[src/rtl/pipe_ctrl_if.sv]
// pipe_ctrl_if -- bundle between the pipeline datapath and its controller.
//   Datapath -> controller : is_hazard, is_branch_fault, is_hit, pc_out, restart
//   Controller -> datapath : load_pc, load_latch, nop_latch
//   Controller status      : state, done, miss_timeout, stall_cnt, flush_cnt
// Modports:
//   slave  : the controller (pipe_ctrl) side
//   master : the datapath / environment side
interface pipe_ctrl_if #(
    parameter int WIDTH  = 32,
    parameter int STAGES = 5,
    parameter int CNT_W  = 16
);
    logic                is_hazard;
    logic                is_branch_fault;
    logic                is_hit;
    logic [WIDTH-1:0]    pc_out;
    logic                restart;

    logic                load_pc;
    logic [STAGES-2:0]   load_latch;
    logic [STAGES-2:0]   nop_latch;
    logic [1:0]          state;
    logic                done;
    logic                miss_timeout;
    logic [CNT_W-1:0]    stall_cnt;
    logic [CNT_W-1:0]    flush_cnt;

    modport slave (
        input  is_hazard, is_branch_fault, is_hit, pc_out, restart,
        output load_pc, load_latch, nop_latch, state, done, miss_timeout,
               stall_cnt, flush_cnt
    );

    modport master (
        output is_hazard, is_branch_fault, is_hit, pc_out, restart,
        input  load_pc, load_latch, nop_latch, state, done, miss_timeout,
               stall_cnt, flush_cnt
    );
endinterface

[src/rtl/pipe_ctrl.sv]
// pipe_ctrl -- pipeline hazard / miss / drain controller.
// Decodes every cycle one of FLUSH, FREEZE, BUBBLE, ADVANCE or a drain step
// into PC / pipeline-latch enables and bubble injects, and tracks a small FSM
// (RUN, MISS, DRAIN, HALT) plus saturating stall and flush counters.
// Ports:
//   clk    : clock, all state on rising edge
//   rst_n  : asynchronous active-low reset
//   bus    : pipe_ctrl_if.slave (hazard/fault/hit/pc/restart in;
//            load_pc, load_latch, nop_latch, state, done, miss_timeout,
//            stall_cnt, flush_cnt out)
module pipe_ctrl #(
    parameter int WIDTH         = 32,
    parameter int INSTR_NUMBERS = 16,
    parameter int STAGES        = 5,
    parameter int HAZ_IDX       = 1,
    parameter int FLUSH_DEPTH   = 3,
    parameter int CNT_W         = 16,
    parameter int MISS_LIMIT    = 64
) (
    input  logic          clk,
    input  logic          rst_n,
    pipe_ctrl_if.slave    bus
);
    localparam int NL   = STAGES - 1;
    localparam int DW   = $clog2(STAGES);
    localparam int MR_W = $clog2(MISS_LIMIT + 1);

    localparam logic [WIDTH-1:0] PC_END     = WIDTH'(INSTR_NUMBERS);
    localparam logic [DW-1:0]    DRAIN_INIT = DW'(STAGES - 2);
    localparam logic [MR_W-1:0]  MISS_MAX   = MR_W'(MISS_LIMIT);
    localparam logic [CNT_W-1:0] CNT_MAX    = '1;

    typedef enum logic [1:0] {
        RUN   = 2'd0,
        MISS  = 2'd1,
        DRAIN = 2'd2,
        HALT  = 2'd3
    } state_t;

    typedef enum logic [2:0] {
        ACT_IDLE,
        ACT_FREEZE,
        ACT_FLUSH,
        ACT_BUBBLE,
        ACT_ADVANCE,
        ACT_DRAIN
    } act_t;

    // Constant per-latch masks for the flush and bubble decodes.
    logic [NL-1:0] flush_nop_mask;
    logic [NL-1:0] bubble_load_mask;
    logic [NL-1:0] bubble_nop_mask;

    for (genvar gi = 0; gi < NL; gi++) begin : g_mask
        assign flush_nop_mask[gi]   = (gi < FLUSH_DEPTH);
        assign bubble_load_mask[gi] = (gi >= HAZ_IDX);
        assign bubble_nop_mask[gi]  = (gi == HAZ_IDX);
    end

    state_t            state_reg, state_next;
    logic [DW-1:0]     drain_cnt_reg, drain_cnt_next;
    logic [MR_W-1:0]   miss_run_reg, miss_run_next;
    logic [CNT_W-1:0]  stall_cnt_reg, stall_cnt_next;
    logic [CNT_W-1:0]  flush_cnt_reg, flush_cnt_next;
    logic              done_reg, done_next;
    logic              miss_timeout_reg, miss_timeout_next;

    act_t              act;
    logic              pc_in_range;
    logic [MR_W-1:0]   miss_run_inc;
    logic              load_pc_dec;
    logic [NL-1:0]     load_latch_dec;
    logic [NL-1:0]     nop_latch_dec;

    assign pc_in_range  = (bus.pc_out < PC_END);
    assign miss_run_inc = miss_run_reg + 1'b1;

    // Next-state and action selection.
    always_comb begin
        state_next        = state_reg;
        drain_cnt_next    = drain_cnt_reg;
        miss_run_next     = miss_run_reg;
        done_next         = done_reg;
        miss_timeout_next = miss_timeout_reg;
        act               = ACT_IDLE;

        unique case (state_reg)
            RUN, MISS: begin
                if (bus.is_branch_fault) begin
                    act        = ACT_FLUSH;
                    state_next = RUN;
                end else if (!bus.is_hit) begin
                    act = ACT_FREEZE;
                    if (state_reg == RUN) begin
                        state_next    = MISS;
                        miss_run_next = MR_W'(1);
                    end else begin
                        miss_run_next = miss_run_inc;
                        if (miss_run_inc >= MISS_MAX) begin
                            miss_timeout_next = 1'b1;
                            done_next         = 1'b1;
                            state_next        = HALT;
                        end
                    end
                end else if (bus.is_hazard) begin
                    act        = ACT_BUBBLE;
                    state_next = RUN;
                end else begin
                    act        = ACT_ADVANCE;
                    state_next = RUN;
                    // Fetch ran past the program end: start draining.
                    if (!pc_in_range) begin
                        drain_cnt_next = DRAIN_INIT;
                        state_next     = DRAIN;
                    end
                end
            end
            DRAIN: begin
                if (bus.is_branch_fault) begin
                    act        = ACT_FLUSH;
                    state_next = RUN;
                end else if (bus.is_hazard) begin
                    act = ACT_BUBBLE;
                end else begin
                    act = ACT_DRAIN;
                    if (drain_cnt_reg == '0) begin
                        state_next = HALT;
                        done_next  = 1'b1;
                    end else begin
                        drain_cnt_next = drain_cnt_reg - 1'b1;
                    end
                end
            end
            HALT: begin
                act = ACT_IDLE;
                if (bus.restart) begin
                    state_next        = RUN;
                    done_next         = 1'b0;
                    miss_timeout_next = 1'b0;
                end
            end
            default: state_next = RUN;
        endcase
    end

    // Output decode of the selected action, plus counter updates.
    always_comb begin
        load_pc_dec    = 1'b0;
        load_latch_dec = '0;
        nop_latch_dec  = '0;

        unique case (act)
            ACT_FLUSH: begin
                load_pc_dec    = 1'b1;
                load_latch_dec = '1;
                nop_latch_dec  = flush_nop_mask;
            end
            ACT_BUBBLE: begin
                load_latch_dec = bubble_load_mask;
                nop_latch_dec  = bubble_nop_mask;
            end
            ACT_ADVANCE: begin
                load_pc_dec      = pc_in_range;
                load_latch_dec   = '1;
                nop_latch_dec[0] = !pc_in_range;
            end
            ACT_DRAIN: begin
                load_latch_dec   = '1;
                nop_latch_dec[0] = 1'b1;
            end
            default: begin
                load_pc_dec = 1'b0;
            end
        endcase

        stall_cnt_next = stall_cnt_reg;
        flush_cnt_next = flush_cnt_reg;
        if ((act == ACT_FREEZE || act == ACT_BUBBLE) && stall_cnt_reg != CNT_MAX)
            stall_cnt_next = stall_cnt_reg + 1'b1;
        if (act == ACT_FLUSH && flush_cnt_reg != CNT_MAX)
            flush_cnt_next = flush_cnt_reg + 1'b1;
    end

    always_ff @(posedge clk or negedge rst_n) begin
        if (!rst_n) begin
            state_reg        <= RUN;
            drain_cnt_reg    <= '0;
            miss_run_reg     <= '0;
            stall_cnt_reg    <= '0;
            flush_cnt_reg    <= '0;
            done_reg         <= 1'b0;
            miss_timeout_reg <= 1'b0;
        end else begin
            state_reg        <= state_next;
            drain_cnt_reg    <= drain_cnt_next;
            miss_run_reg     <= miss_run_next;
            stall_cnt_reg    <= stall_cnt_next;
            flush_cnt_reg    <= flush_cnt_next;
            done_reg         <= done_next;
            miss_timeout_reg <= miss_timeout_next;
        end
    end

    // Enables must drop the instant reset asserts, not at the next edge.
    assign bus.load_pc      = rst_n & load_pc_dec;
    assign bus.load_latch   = rst_n ? load_latch_dec : '0;
    assign bus.nop_latch    = rst_n ? nop_latch_dec : '0;
    assign bus.state        = state_reg;
    assign bus.done         = done_reg;
    assign bus.miss_timeout = miss_timeout_reg;
    assign bus.stall_cnt    = stall_cnt_reg;
    assign bus.flush_cnt    = flush_cnt_reg;
endmodule

[src/flat_wrapper.sv]
// flat-port wrapper written by rule: the top's interface ports become plain ports
module pipe_ctrl_flat 
#(
    parameter int WIDTH         = 32,
    parameter int INSTR_NUMBERS = 16,
    parameter int STAGES        = 5,
    parameter int HAZ_IDX       = 1,
    parameter int FLUSH_DEPTH   = 3,
    parameter int CNT_W         = 16,
    parameter int MISS_LIMIT    = 64
)
  (clk, rst_n, bus_is_hazard, bus_is_branch_fault, bus_is_hit, bus_pc_out, bus_restart, bus_load_pc, bus_load_latch, bus_nop_latch, bus_state, bus_done, bus_miss_timeout, bus_stall_cnt, bus_flush_cnt);
  pipe_ctrl_if #(.WIDTH(WIDTH), .STAGES(STAGES), .CNT_W(CNT_W)) bus_i ();
  input  logic clk;
  input  logic rst_n;
  input wire logic [$bits(bus_i.is_hazard)-1:0] bus_is_hazard;
  input wire logic [$bits(bus_i.is_branch_fault)-1:0] bus_is_branch_fault;
  input wire logic [$bits(bus_i.is_hit)-1:0] bus_is_hit;
  input wire logic [$bits(bus_i.pc_out)-1:0] bus_pc_out;
  input wire logic [$bits(bus_i.restart)-1:0] bus_restart;
  output wire logic [$bits(bus_i.load_pc)-1:0] bus_load_pc;
  output wire logic [$bits(bus_i.load_latch)-1:0] bus_load_latch;
  output wire logic [$bits(bus_i.nop_latch)-1:0] bus_nop_latch;
  output wire logic [$bits(bus_i.state)-1:0] bus_state;
  output wire logic [$bits(bus_i.done)-1:0] bus_done;
  output wire logic [$bits(bus_i.miss_timeout)-1:0] bus_miss_timeout;
  output wire logic [$bits(bus_i.stall_cnt)-1:0] bus_stall_cnt;
  output wire logic [$bits(bus_i.flush_cnt)-1:0] bus_flush_cnt;
  assign bus_i.is_hazard = bus_is_hazard;
  assign bus_i.is_branch_fault = bus_is_branch_fault;
  assign bus_i.is_hit = bus_is_hit;
  assign bus_i.pc_out = bus_pc_out;
  assign bus_i.restart = bus_restart;
  assign bus_load_pc = bus_i.load_pc;
  assign bus_load_latch = bus_i.load_latch;
  assign bus_nop_latch = bus_i.nop_latch;
  assign bus_state = bus_i.state;
  assign bus_done = bus_i.done;
  assign bus_miss_timeout = bus_i.miss_timeout;
  assign bus_stall_cnt = bus_i.stall_cnt;
  assign bus_flush_cnt = bus_i.flush_cnt;
  pipe_ctrl #(.WIDTH(WIDTH), .INSTR_NUMBERS(INSTR_NUMBERS), .STAGES(STAGES), .HAZ_IDX(HAZ_IDX), .FLUSH_DEPTH(FLUSH_DEPTH), .CNT_W(CNT_W), .MISS_LIMIT(MISS_LIMIT)) u_core (.clk(clk), .rst_n(rst_n), .bus(bus_i));
endmodule
[config.mk]
export PLATFORM = sky130hd
export DESIGN_NAME = pipe_ctrl_flat
export DESIGN_NICKNAME = d
export VERILOG_FILES = /design/src/rtl/pipe_ctrl_if.sv /design/src/rtl/pipe_ctrl.sv /design/src/flat_wrapper.sv
export SDC_FILE = /design/constraint.sdc
export NUM_CORES = 1
export LEC_CHECK = 0
export CAP_MARGIN = 10
export CORE_ASPECT_RATIO = 1.2
export CORE_UTILIZATION = 47
export CTS_BUF_LIST = sky130_fd_sc_hd__clkbuf_8
export CTS_CLUSTER_DIAMETER = 100
export DETAILED_ROUTE_END_ITERATION = 8
export PLACE_DENSITY = 0.82
export SYNTH_ARGS = -nofsm -noshare
export SYNTH_HDL_FRONTEND = slang
export SYNTH_SLANG_ARGS = --single-unit
[constraint.sdc]
create_clock -name clk -period 2.2 [get_ports clk]
set_input_delay 0.33 -clock clk [delete_from_list [all_inputs] [get_ports clk]]
set_output_delay 0.33 -clock clk [all_outputs]
set_load 0.1 [all_outputs]
==> metrics.md, run 1 <==
| Metric | Value |
|---|---|
| Req. time, crit path | `1870 ps` |
| DP Area | `0.003450 mm²` |
| Post-layout nets | `385` |
| # H-tree levels | `2` |
| Cell type with the largest total area after synthesis | `dfrtp_1` |
| Max clock buf depth | `2` |
| Cts bufs inserted | `5` |
| Vias per inst | `5.578` |
| Boundary Pins | `83` |
| Clk pin slew, worst setup/hold paths | `90 ps` |
| Port Buffer Count | `77` |
| Routability cong. | `0.8052` |
| CP endpoint kind | `output pin` |
| Post-Place Cells | `394` |
| Detailed Route Iter0 Violations | `164` |
| WHS | `233.5 ps` |
| Setup WS pre-CTS | `-2.854 ps` |
| N_diodes | `0` |
| Pin count of the biggest net entering global routing | `41` |
| Core box area | `0.005010 mm²` |
| WL/cell | `14.25 µm` |
| RSZ-0062 raised after global routing | `false` |
| Initial antenna violation count | `0` |
| Vias in the first global route | `2148` |
| Setup CP Type | `input pin to output pin` |
| EDFF count, synth | `0` |
| Max IR drop VDD | `0.001425 V` |
| Cell Area, Synth | `0.002474 mm²` |
| Synth Instances | `254` |
| Post-CTS Setup Bufs | `0` |
| Largest cells by area after synthesis | `dfrtp_1 47%, xnor2_1 5.3%, nand2_1 4.4%` |
| R2R Setup Slk | `370 ps` |
| Async SR Flop Fraction | `100.0%` |
| Tot Pwr | `0.003976 W` |
| Sequential area share after synthesis | `46.54%` |
| Flip-flop and latch count after synthesis | `46` |
| Synth warn | `0` |
| CP Launch Type | `input pin` |
| First-pass GRT wire length | `9.549 mm` |
| Syn nets | `297` |
| Pleak | `1.541 nW` |
| Die Area | `0.005558 mm²` |
| Die W | `68.23 µm` |
| Final cell count without fillers | `403` |
| DRC Markers | `0` |
| Global route overflow | `0` |
| Crit share post-route | `95.59%` |
| Final HPWL DP | `4.363 mm` |
| Area Growth Syn to Fin | `45.68%` |
| CTS root buf | `clkbuf_8` |
| Antenna Violating Nets Remaining | `0` |
| Starting Density | `49.38%` |
| Arrival time of the worst setup path | `1770 ps` |
| Yosys top cell area share | `46.54%` |
| Post-synthesis cell type count | `49` |
| GRT Overall Usage | `22.74%` |
| Final WL | `5.743 mm` |
| Die height | `81.47 µm` |
| TritonCTS clock tree | `built` |
| Max Cap Viol | `0` |
| Setup Skew | `3.509 ps` |
| Slew @ Worst Pin | `500.1 ps` |
| Row count | `28` |
| CP Max Fanout | `6` |
| Final hold violations | `0` |
| Sink Count | `46` |
| Fmax | `0.4755 GHz` |
| Syn_area_per_cell | `9.739 µm²` |
| Iteration count of the initial detailed-routing pass | `4` |
| DR vias | `2248` |
| Pwr Density | `1103 mW/mm²` |
| Tmin final | `2103 ps` |
| Cell area after layout | `0.003603 mm²` |
| Worst slew margin | `66.66%` |
| Worst Hold Class | `input pin to async pin` |
| Layout cells sized above 1 | `31.49%` |
| Status | `finished clean` |
| Setup violators final | `0` |
| Setup WS post-layout | `96.98 ps` |
| Synth Flop Type | `dfrtp_1` |
| Final Max Tran Viols | `0` |
| Clk Latency, worst-skew pair | `300 ps` |
[layer usage]
layer	global-route usage (%)	share of wire (%)	vias to the layer above
met5	0	0	-
met4	6.875	1.7	0
met1	28.14	42	1062
met3	5.000	5.0	12
li1	-	-	1102
met2	38.92	51	72
[layout by cell type, fill, tap and decap left out, types with 3 or more instances in the layout]
cell type,n
nand2_1,27
a31oi_1,4
dfrtp_2,16
xnor2_1,15
dfrtp_1,28
a21oi_1,9
nand3_1,16
nor3_1,9
inv_1,5
o21ai_0,8
ha_1,5
clkbuf_8,5
nor4_2,5
buf_12,8
nand4_1,12
nor4_1,7
xor2_1,7
a22o_1,5
o21a_1,4
nor2_2,3
nor2_1,16
clkdlybuf4s50_1,31
buf_4,47
[synthesized netlist by cell type (2+ instances only)]
cell type   n
xor2_1      7
nor2b_1     2
nand2b_1    2
dfrtp_1    46
clkbuf_1    3
nor4_1     11
a21o_1      2
nand3_1    16
or4_1       2
a21oi_1    10
nand2_1    29
nor3b_1     2
o21ai_0     9
nor3_4      2
and2_1      2
a31oi_1     4
a22o_1      5
nand4_1    12
buf_4       4
nor2_1     20
o22ai_1     2
nor3_1      9
o21a_1      4
ha_1        5
inv_1       5
and3_1      2
xnor2_1    15
[worst max-delay path, cell delays in order]
cell,delay (ps)
clkdlybuf4s50_1,580
nor2_1,290
nor2_1,70
nor2_1,240
nor2_2,90
buf_12,170
[what timing repair did]
action | CTS | global route
endpoints found under the setup margin | 1 | 2
hold buffers | 1 | 0
gates resized for setup | 1 | 6
hold endpoints to repair | 6 | 0
[cells by family after synthesis]
family / Yosys count / synth area share [%]
simple gates: 117 / 25.54
compound gates: 47 / 13.51
flops: 46 / 46.53
xor+xnor: 22 / 7.790
buf+inv: 13 / 2.630
fa+ha+maj: 5 / 2.529
mux: 3 / 1.315
other cells: 1 / 0.1516
[power by group]
part           internal (W)  switching, W
clock network      0.000341      0.000299
logic              0.000512       0.00153
registers           0.00105      0.000246
[final cells by class]
class	count	area (µm²)
fillers	383	1406
multi-input cells	195	1371
clock buffers	5	68.82
inverters	5	18.77
well taps	60	75.07
repair buffers	89	847.1
clock inverters	3	43.79
flip-flops and latches	46	1179
[stage by stage]
stage               util, %  TNS [ps]
floorplan                 -    -234.0
global placement      68.86         0
detailed placement    68.86    -2.854
CTS                   71.28         0
global route          71.93         0
finish                71.93         0
[worst paths after layout]
path,cells after the start,start,to
worst max-delay path,6,bus_is_hit,bus_load_latch[0]
worst min-delay path,2,rst_n,u_core.miss_run_reg[3]$_DFFE_PN0P_
worst max register to register,6,u_core.bus.flush_cnt[0]$_DFFE_PN0P_,u_core.bus.flush_cnt[6]$_DFFE_PN0P_
worst min register to register,1,u_core.bus.stall_cnt[11]$_DFFE_PN0P_,u_core.bus.stall_cnt[11]$_DFFE_PN0P_
max in group asynchronous,2,rst_n,u_core.bus.state[0]$_DFFE_PN0P_
min in group clk,1,u_core.bus.stall_cnt[11]$_DFFE_PN0P_,u_core.bus.stall_cnt[11]$_DFFE_PN0P_
Note: power is estimated with default switching activity, not from simulation.
==> run 2: changes to the inputs <==
ABC_AREA = 1   (was default)
CORE_UTILIZATION = 49   (was 47)
PLACE_DENSITY = 0.83   (was 0.82)
==> metrics.md, run 2 <==
| Metric | Value |
|---|---|
| Arrival time of the worst setup path | `1780 ps (about the same)` |
| Synth Flop Type | `dfrtp_1` |
| Synth warn | `0 (unchanged)` |
| Die W | `70.64 µm (+3.5%)` |
| GRT Overall Usage | `23.25% (+0.51 points)` |
| Fmax | `0.4734 GHz (-0.44%)` |
| Cts bufs inserted | `5 (unchanged)` |
| Largest cells by area after synthesis | `dfrtp_1 42%, nand2_1 12%, nor2_1 7.6%` |
| Max clock buf depth | `2 (unchanged)` |
| Initial antenna violation count | `0 (unchanged)` |
| CP endpoint kind | `output pin` |
| Pwr Density | `1363 mW/mm² (+24%)` |
| Failing checks | `design-rule violations` |
| Row count | `29 (+3.6%)` |
| Port Buffer Count | `77 (unchanged)` |
| Flip-flop and latch count after synthesis | `46 (unchanged)` |
| Pleak | `1.867 nW (+21%)` |
| Clk Latency, worst-skew pair | `300 ps (about the same)` |
| Req. time, crit path | `1870 ps (about the same)` |
| Final hold violations | `0 (unchanged)` |
| DP Area | `0.003677 mm² (+6.6%)` |
| Status | `finished with violations` |
| Setup Skew | `7.959 ps (+4.450 ps)` |
| Reg area | `0.001164 mm² (-1.3%)` |
| Syn nets | `404 (+36%)` |
| Cell type with the largest total area after synthesis | `dfrtp_1` |
| Pin count of the biggest net entering global routing | `47 (+15%)` |
| Area of the multi-input gates | `0.001460 mm² (+6.5%)` |
| Cell area after layout | `0.003819 mm² (+6.0%)` |
| Tmin final | `2112 ps (+9.360 ps)` |
| Clk pin slew, worst setup/hold paths | `80 ps (about the same)` |
| EDFF count, synth | `0 (unchanged)` |
| Iteration count of the initial detailed-routing pass | `6 (+2)` |
| Die height | `84.37 µm (+3.6%)` |
| N_diodes | `0 (unchanged)` |
| Routability cong. | `0.8565 (+6.4%)` |
| CTS Hold Bufs | `0 (-1)` |
| Sequential area share after synthesis | `41.55% (-5.0 points)` |
| DR vias | `2596 (+15%)` |
| Final HPWL DP | `5.026 mm (+15%)` |
| Die Area | `0.005959 mm² (+7.2%)` |
| CP Max Fanout | `7 (+1)` |
| Antenna Violating Nets Remaining | `0 (unchanged)` |
| Post-synthesis cell type count | `36 (-27%)` |
| Worst Hold Class | `input pin to async pin` |
| Crit share post-route | `96.02% (+0.43 points)` |
| Setup WS pre-CTS | `-40.45 ps (-37.60 ps)` |
| Async SR Flop Fraction | `100.0% (unchanged)` |
| CP Launch Type | `flip-flop` |
| Cell with the most instances after synthesis | `nand2_1` |
| WL/cell | `12.46 µm (-13%)` |
| Worst slew margin | `60.49% (-6.2 points)` |
| Detailed Route Iter0 Violations | `64 (-61%)` |
| Vias in the first global route | `2626 (+22%)` |
| Max Cap Viol | `0 (unchanged)` |
| Setup violators final | `0 (unchanged)` |
| # H-tree levels | `2 (unchanged)` |
| Synth top cells by count | `91 x nand2_1, 56 x nor2_1, 46 x dfrtp_1` |
| Fillers | `442 (+15%)` |
| Cell Area, Synth | `0.002770 mm² (+12%)` |
| First-pass GRT wire length | `11.10 mm (+16%)` |
| Slew @ Worst Pin | `592.6 ps (+92.48 ps)` |
| Most frequent cells in the layout | `91 x nand2_1, 54 x nor2_1, 46 x buf_4` |
| Commonest non-fill, non-tap cell in the layout | `nand2_1` |
| Bufs and invs on worst path | `4 (+2)` |
| Yosys top cell area share | `41.55% (-5.0 points)` |
| Core box area | `0.005370 mm² (+7.2%)` |
| Area Growth Syn to Fin | `37.85%` |
| Post-layout nets | `493 (+28%)` |
| Starting Density | `51.58% (+2.2 points)` |
| Critical path's slowest cell | `dfrtp_4` |
| RSZ-0062 raised after global routing | `false` |
| Vias per inst | `5.060 (-9.3%)` |
| Setup CP Type | `flip-flop to output pin` |
| Critical Path, Cell by Cell | `inv_4 -> nand2_4 -> a21oi_2 -> o21ai_2 -> bufinv_8 -> o21ai_1 -> inv_2 -> buf_12` |
| Final cell count without fillers | `513 (+27%)` |
| Layout cells sized above 1 | `22.62% (-8.9 points)` |
| Setup WS post-layout | `87.62 ps (-9.360 ps)` |
| Final WL | `6.390 mm (+11%)` |
| Final Max Tran Viols | `0 (unchanged)` |
| Global route overflow | `0 (unchanged)` |
| TritonCTS clock tree | `built` |
| Worst stage delay on the critical path | `530 ps (-50 ps)` |
| Layout Utilization | `71.11% (-0.82 points)` |
| DRC Markers | `13 (+13)` |
| Tot Pwr | `0.005205 W (+31%)` |
| Synth Instances | `361 (+42%)` |
| Top Family by Delay on Critical Path | `flip-flops` |
| Post-Place Cells | `502 (+27%)` |
| Sink Count | `46 (unchanged)` |
| CTS root buf | `clkbuf_8` |
| Max IR drop VDD | `0.001386 V (-2.8%)` |
| Boundary Pins | `83 (unchanged)` |
| Syn_area_per_cell | `7.674 µm² (-21%)` |
run 2: cell types whose count changed in the layout (fill, tap and decap cells not counted), moves of 5 or more:
cell,previous run,this run
dfrtp_1,28,40
nor4_1,7,1
xnor2_1,15,9
nand2_1,27,91
dfrtp_2,16,4
nor2_1,16,54
a21oi_1,9,3
inv_1,5,31
nand4_1,12,5
nand3_1,16,26
nor4_2,5,0
inv_4,0,5
xor2_1,7,20
run 2: final cells by class:
type / instances / area share [%]
Clock inverter: 3 / 1.081
Multi-Input combinational cell: 270 / 38.24
Tap cell: 62 / 2.031
Sequential cell: 46 / 30.47
Clock buffer: 5 / 1.802
Inverter: 40 / 4.620
Timing Repair Buffer: 87 / 21.76
run 2: routing by layer:
metal  global-route usage, %  share of wire (%)  vias to the layer above
met5                       0                  0                        -
met2                   42.45                 52                       60
li1                        -                  -                     1326
met4                   11.45                2.8                        0
met1                   26.30                 42                     1190
met3                   3.481                3.1                       20
run 2: path summary, 6_finish.rpt:
check                                                     from                                  end  slack [ps]  cells past startpoint
setup / recovery               u_core.bus.state[1]$_DFFE_PN0P_                     bus_nop_latch[0]          90                      8
hold / removal                                           rst_n  u_core.bus.flush_cnt[7]$_DFFE_PN0P_         170                      2
setup reg to reg               u_core.bus.state[1]$_DFFE_PN0P_  u_core.bus.stall_cnt[5]$_DFFE_PN0P_         410                      9
hold reg to reg            u_core.drain_cnt_reg[1]$_DFFE_PN0P_  u_core.drain_cnt_reg[1]$_DFFE_PN0P_         480                      2
max in group asynchronous                                rst_n      u_core.bus.state[0]$_DFFE_PN0P_        1560                      2
min in group clk           u_core.drain_cnt_reg[1]$_DFFE_PN0P_  u_core.drain_cnt_reg[1]$_DFFE_PN0P_         480                      2
run 2: through the flow:
step / hold slack (ps) / setup TNS, ps
3_3_place_gp: 455.3 / -10.26
4_1_cts: 188.1 / 0
2_1_floorplan: 34.41 / -486.6
6_report: 167.4 / 0
3_5_place_dp: 470.7 / -40.45
5_1_grt: 233.9 / 0
run 2: repair_timing:
item                       4_1_cts  5_1_grt
setup endpoints to repair        1        1
pin swaps                        1        2
resized for setup                2        3
setup buffers                    1        2
run 2: where the power goes:
part / internal (W) / total, W / leakage (nW) / switching [W]
Clock: 0.000334 / 0.000615 / 0.0556 / 0.000280
Sequential: 0.00112 / 0.00143 / 0.579 / 0.000306
Combinational: 0.000789 / 0.00316 / 1.23 / 0.00237
Total: 0.00225 / 0.00521 / 1.87 / 0.00296
run 2: cells by family (layout without fill, tap and decap cells):
kind of cell | Yosys count | in the layout | share of synthesized area [%]
and+or+nand+nor | 206 | 206 | 33.29
adders and majority gates | 5 | 5 | 2.258
other | 1 | 1 | 0.1354
AOI/OAI and AO/OA | 29 | 29 | 6.459
xor gates and xnor gates | 29 | 29 | 9.169
DFF | 46 | 46 | 41.55
buffers and inverters | 45 | 135 | 7.136
==> run 3: changes to the inputs <==
CORE_MARGIN = 3   (was default)
PLACE_DENSITY = 0.91   (was 0.83)
==> metrics.md, run 3 (same netlist as run 2, synthesis figures left out) <==
| Metric | Value |
|---|---|
| Setup Skew | `12.63 ps (+4.671 ps)` |
| Commonest non-fill, non-tap cell in the layout | `nand2_1` |
| Vias in the first global route | `2563 (-2.4%)` |
| Pin count of the biggest net entering global routing | `47 (unchanged)` |
| Boundary Pins | `83 (unchanged)` |
| Top Family by Delay on Critical Path | `flip-flops` |
| Antenna Violating Nets Remaining | `0 (unchanged)` |
| Worst Hold Class | `input pin to async pin` |
| Most frequent cells in the layout | `90 x nand2_1, 54 x nor2_1, 44 x buf_4` |
| Iteration count of the initial detailed-routing pass | `4 (-2)` |
| Row count | `29 (unchanged)` |
| CP Max Fanout | `7 (unchanged)` |
| Port Buffer Count | `77 (unchanged)` |
| Initial antenna violation count | `0 (unchanged)` |
| Setup CP Type | `flip-flop to output pin` |
| Area Growth Syn to Fin | `38.80%` |
| GRT Overall Usage | `22.09% (-1.2 points)` |
| Fmax | `0.4742 GHz (+0.18%)` |
| Critical path's slowest cell | `dfrtp_4` |
| R2R Setup Slk | `470 ps (+60 ps)` |
| Pwr Density | `1406 mW/mm² (+3.1%)` |
| Max clock buf depth | `2 (unchanged)` |
| R2R depth | `9 (unchanged)` |
| Layout cells sized above 1 | `22.49% (-0.12 points)` |
| Area of the multi-input gates | `0.001466 mm² (+0.43%)` |
| CTS root buf | `clkbuf_8` |
| Clk pin slew, worst setup/hold paths | `80 ps (about the same)` |
| Die height | `88.37 µm (+4.7%)` |
| Final Max Tran Viols | `0 (unchanged)` |
| Routability cong. | `0.9407 (+9.8%)` |
| Pleak | `1.874 nW (+0.37%)` |
| CP endpoint kind | `output pin` |
| Reg-to-Reg End | `u_core.bus.stall_cnt[5]$_DFFE_PN0P_` |
| Setup violators final | `0 (unchanged)` |
| Tmin final | `2109 ps (-3.712 ps)` |
| Die W | `74.64 µm (+5.7%)` |
| Crit path top cell by count | `o21ai_1` |
| Vias per inst | `5.278 (+4.3%)` |
| Critical Path, Cell by Cell | `inv_6 -> nand2_4 -> a21oi_4 -> o21ai_1 -> bufinv_8 -> o21ai_1 -> inv_2 -> buf_12` |
| Worst slew margin | `61.99% (+1.5 points)` |
| Bufs and invs on worst path | `4 (unchanged)` |
| Final HPWL DP | `5.347 mm (+6.4%)` |
| Core box area | `0.005370 mm² (unchanged)` |
| Worst stage delay on the critical path | `540 ps (about the same)` |
| WHS | `121.7 ps (-45.72 ps)` |
| Req. time, crit path | `1870 ps (about the same)` |
| Global route overflow | `0 (unchanged)` |
| Crit. Startpoint | `u_core.bus.state[1]$_DFFE_PN0P_` |
| DR vias | `2697 (+3.9%)` |
| Post-layout nets | `491 (-0.41%)` |
| Slew @ Worst Pin | `570.2 ps (-22.41 ps)` |
| Max Cap Viol | `0 (unchanged)` |
| Layout Utilization | `71.60% (+0.49 points)` |
| N_diodes | `0 (unchanged)` |
| Max IR drop VDD | `0.001499 V (+8.2%)` |
| Detailed Route Iter0 Violations | `90 (+41%)` |
| Final hold violations | `0 (unchanged)` |
| Final WL | `6.858 mm (+7.3%)` |
| Clk Latency, worst-skew pair | `310 ps (about the same)` |
| Starting Density | `51.58% (unchanged)` |
| Status | `finished clean` |
| CP Launch Type | `flip-flop` |
| Crit share post-route | `95.85% (-0.17 points)` |
| Sink Count | `46 (unchanged)` |
| R2R Path Start | `u_core.bus.state[1]$_DFFE_PN0P_` |
| Reg area | `0.001164 mm² (unchanged)` |
| WL/cell | `13.42 µm (+7.7%)` |
| Die Area | `0.006595 mm² (+11%)` |
| Fillers | `398 (-10%)` |
| Crit. path cell count | `8 (unchanged)` |
| # H-tree levels | `2 (unchanged)` |
| DRC Markers | `0 (-13)` |
| Cts bufs inserted | `5 (unchanged)` |
| TritonCTS clock tree | `built` |
| First-pass GRT wire length | `11.34 mm (+2.2%)` |
| Arrival time of the worst setup path | `1780 ps (about the same)` |
| Fin Setup TNS | `0 ps (unchanged)` |
run 3: layout make-up:
class / count / area share, %
Sequential cell: 46 / 30.26
Clock buffer: 6 / 2.148
Tap cell: 62 / 2.018
Timing Repair Buffer: 85 / 21.22
Multi-Input combinational cell: 270 / 38.14
Inverter: 40 / 4.653
Clock inverter: 2 / 1.562
run 3: report_power, final:
group          switching (W)  internal (W)  total, W  leakage (nW)
clock network       0.000288      0.000484  0.000773        0.0714
registers           0.000323       0.00112   0.00145         0.579
logic                0.00239      0.000794   0.00319          1.22
total                0.00300       0.00240   0.00541          1.87
run 3: routing by layer:
| layer | routed length (µm) | share of wire, % | GRT usage [%] |
|---|---|---|---|
| met1 | 2551 | 37 | 23.46 |
| met2 | 3903 | 57 | 42.13 |
| met3 | 260 | 3.8 | 3.977 |
| met4 | 142 | 2.1 | 8.738 |
| met5 | 0 | 0 | 0 |
run 3: how the worst max path moves through the flow:
stage / end / slack (ps)
4_1_cts: bus_nop_latch[0] / 10
3_3_place_gp: bus_nop_latch[0] / 120
3_5_place_dp: bus_nop_latch[0] / 90
6_report: bus_nop_latch[0] / 90
5_1_grt: bus_nop_latch[0] / -20
2_1_floorplan: bus_load_latch[2] / -200
run 3: repair_timing:
item	4_1_cts	5_1_grt
hold buffers	0	0
pin swaps	1	1
setup endpoints to repair	1	1
setup buffers	0	1
resized for setup	1	6
run 3: metrics by stage:
| step | worst slack, ps | cells | instance area (µm²) | power [W] |
|---|---|---|---|---|
| finish | 91.33 | 511 | 3845 | 0.005405 |
| global route | -15.98 | 511 | 3845 | 0.005678 |
| CTS | 11.37 | 510 | 3820 | 0.005392 |
| detailed placement | 93.14 | 502 | 3677 | 0.004609 |
| global placement | 120.6 | 502 | 3677 | 0.004531 |
| floorplan | -203.0 | 361 | 2861 | 0.003871 |
run 3: worst reg2reg max path, cell delays in order (launching register included):
cell     delay [ps]
dfrtp_4         540
nand2_2         150
inv_4            70
nor2_4          110
o21ai_2          90
nor2_2          140
nand2_4         130
inv_4           170
nand2_1          90
xor2_1          150
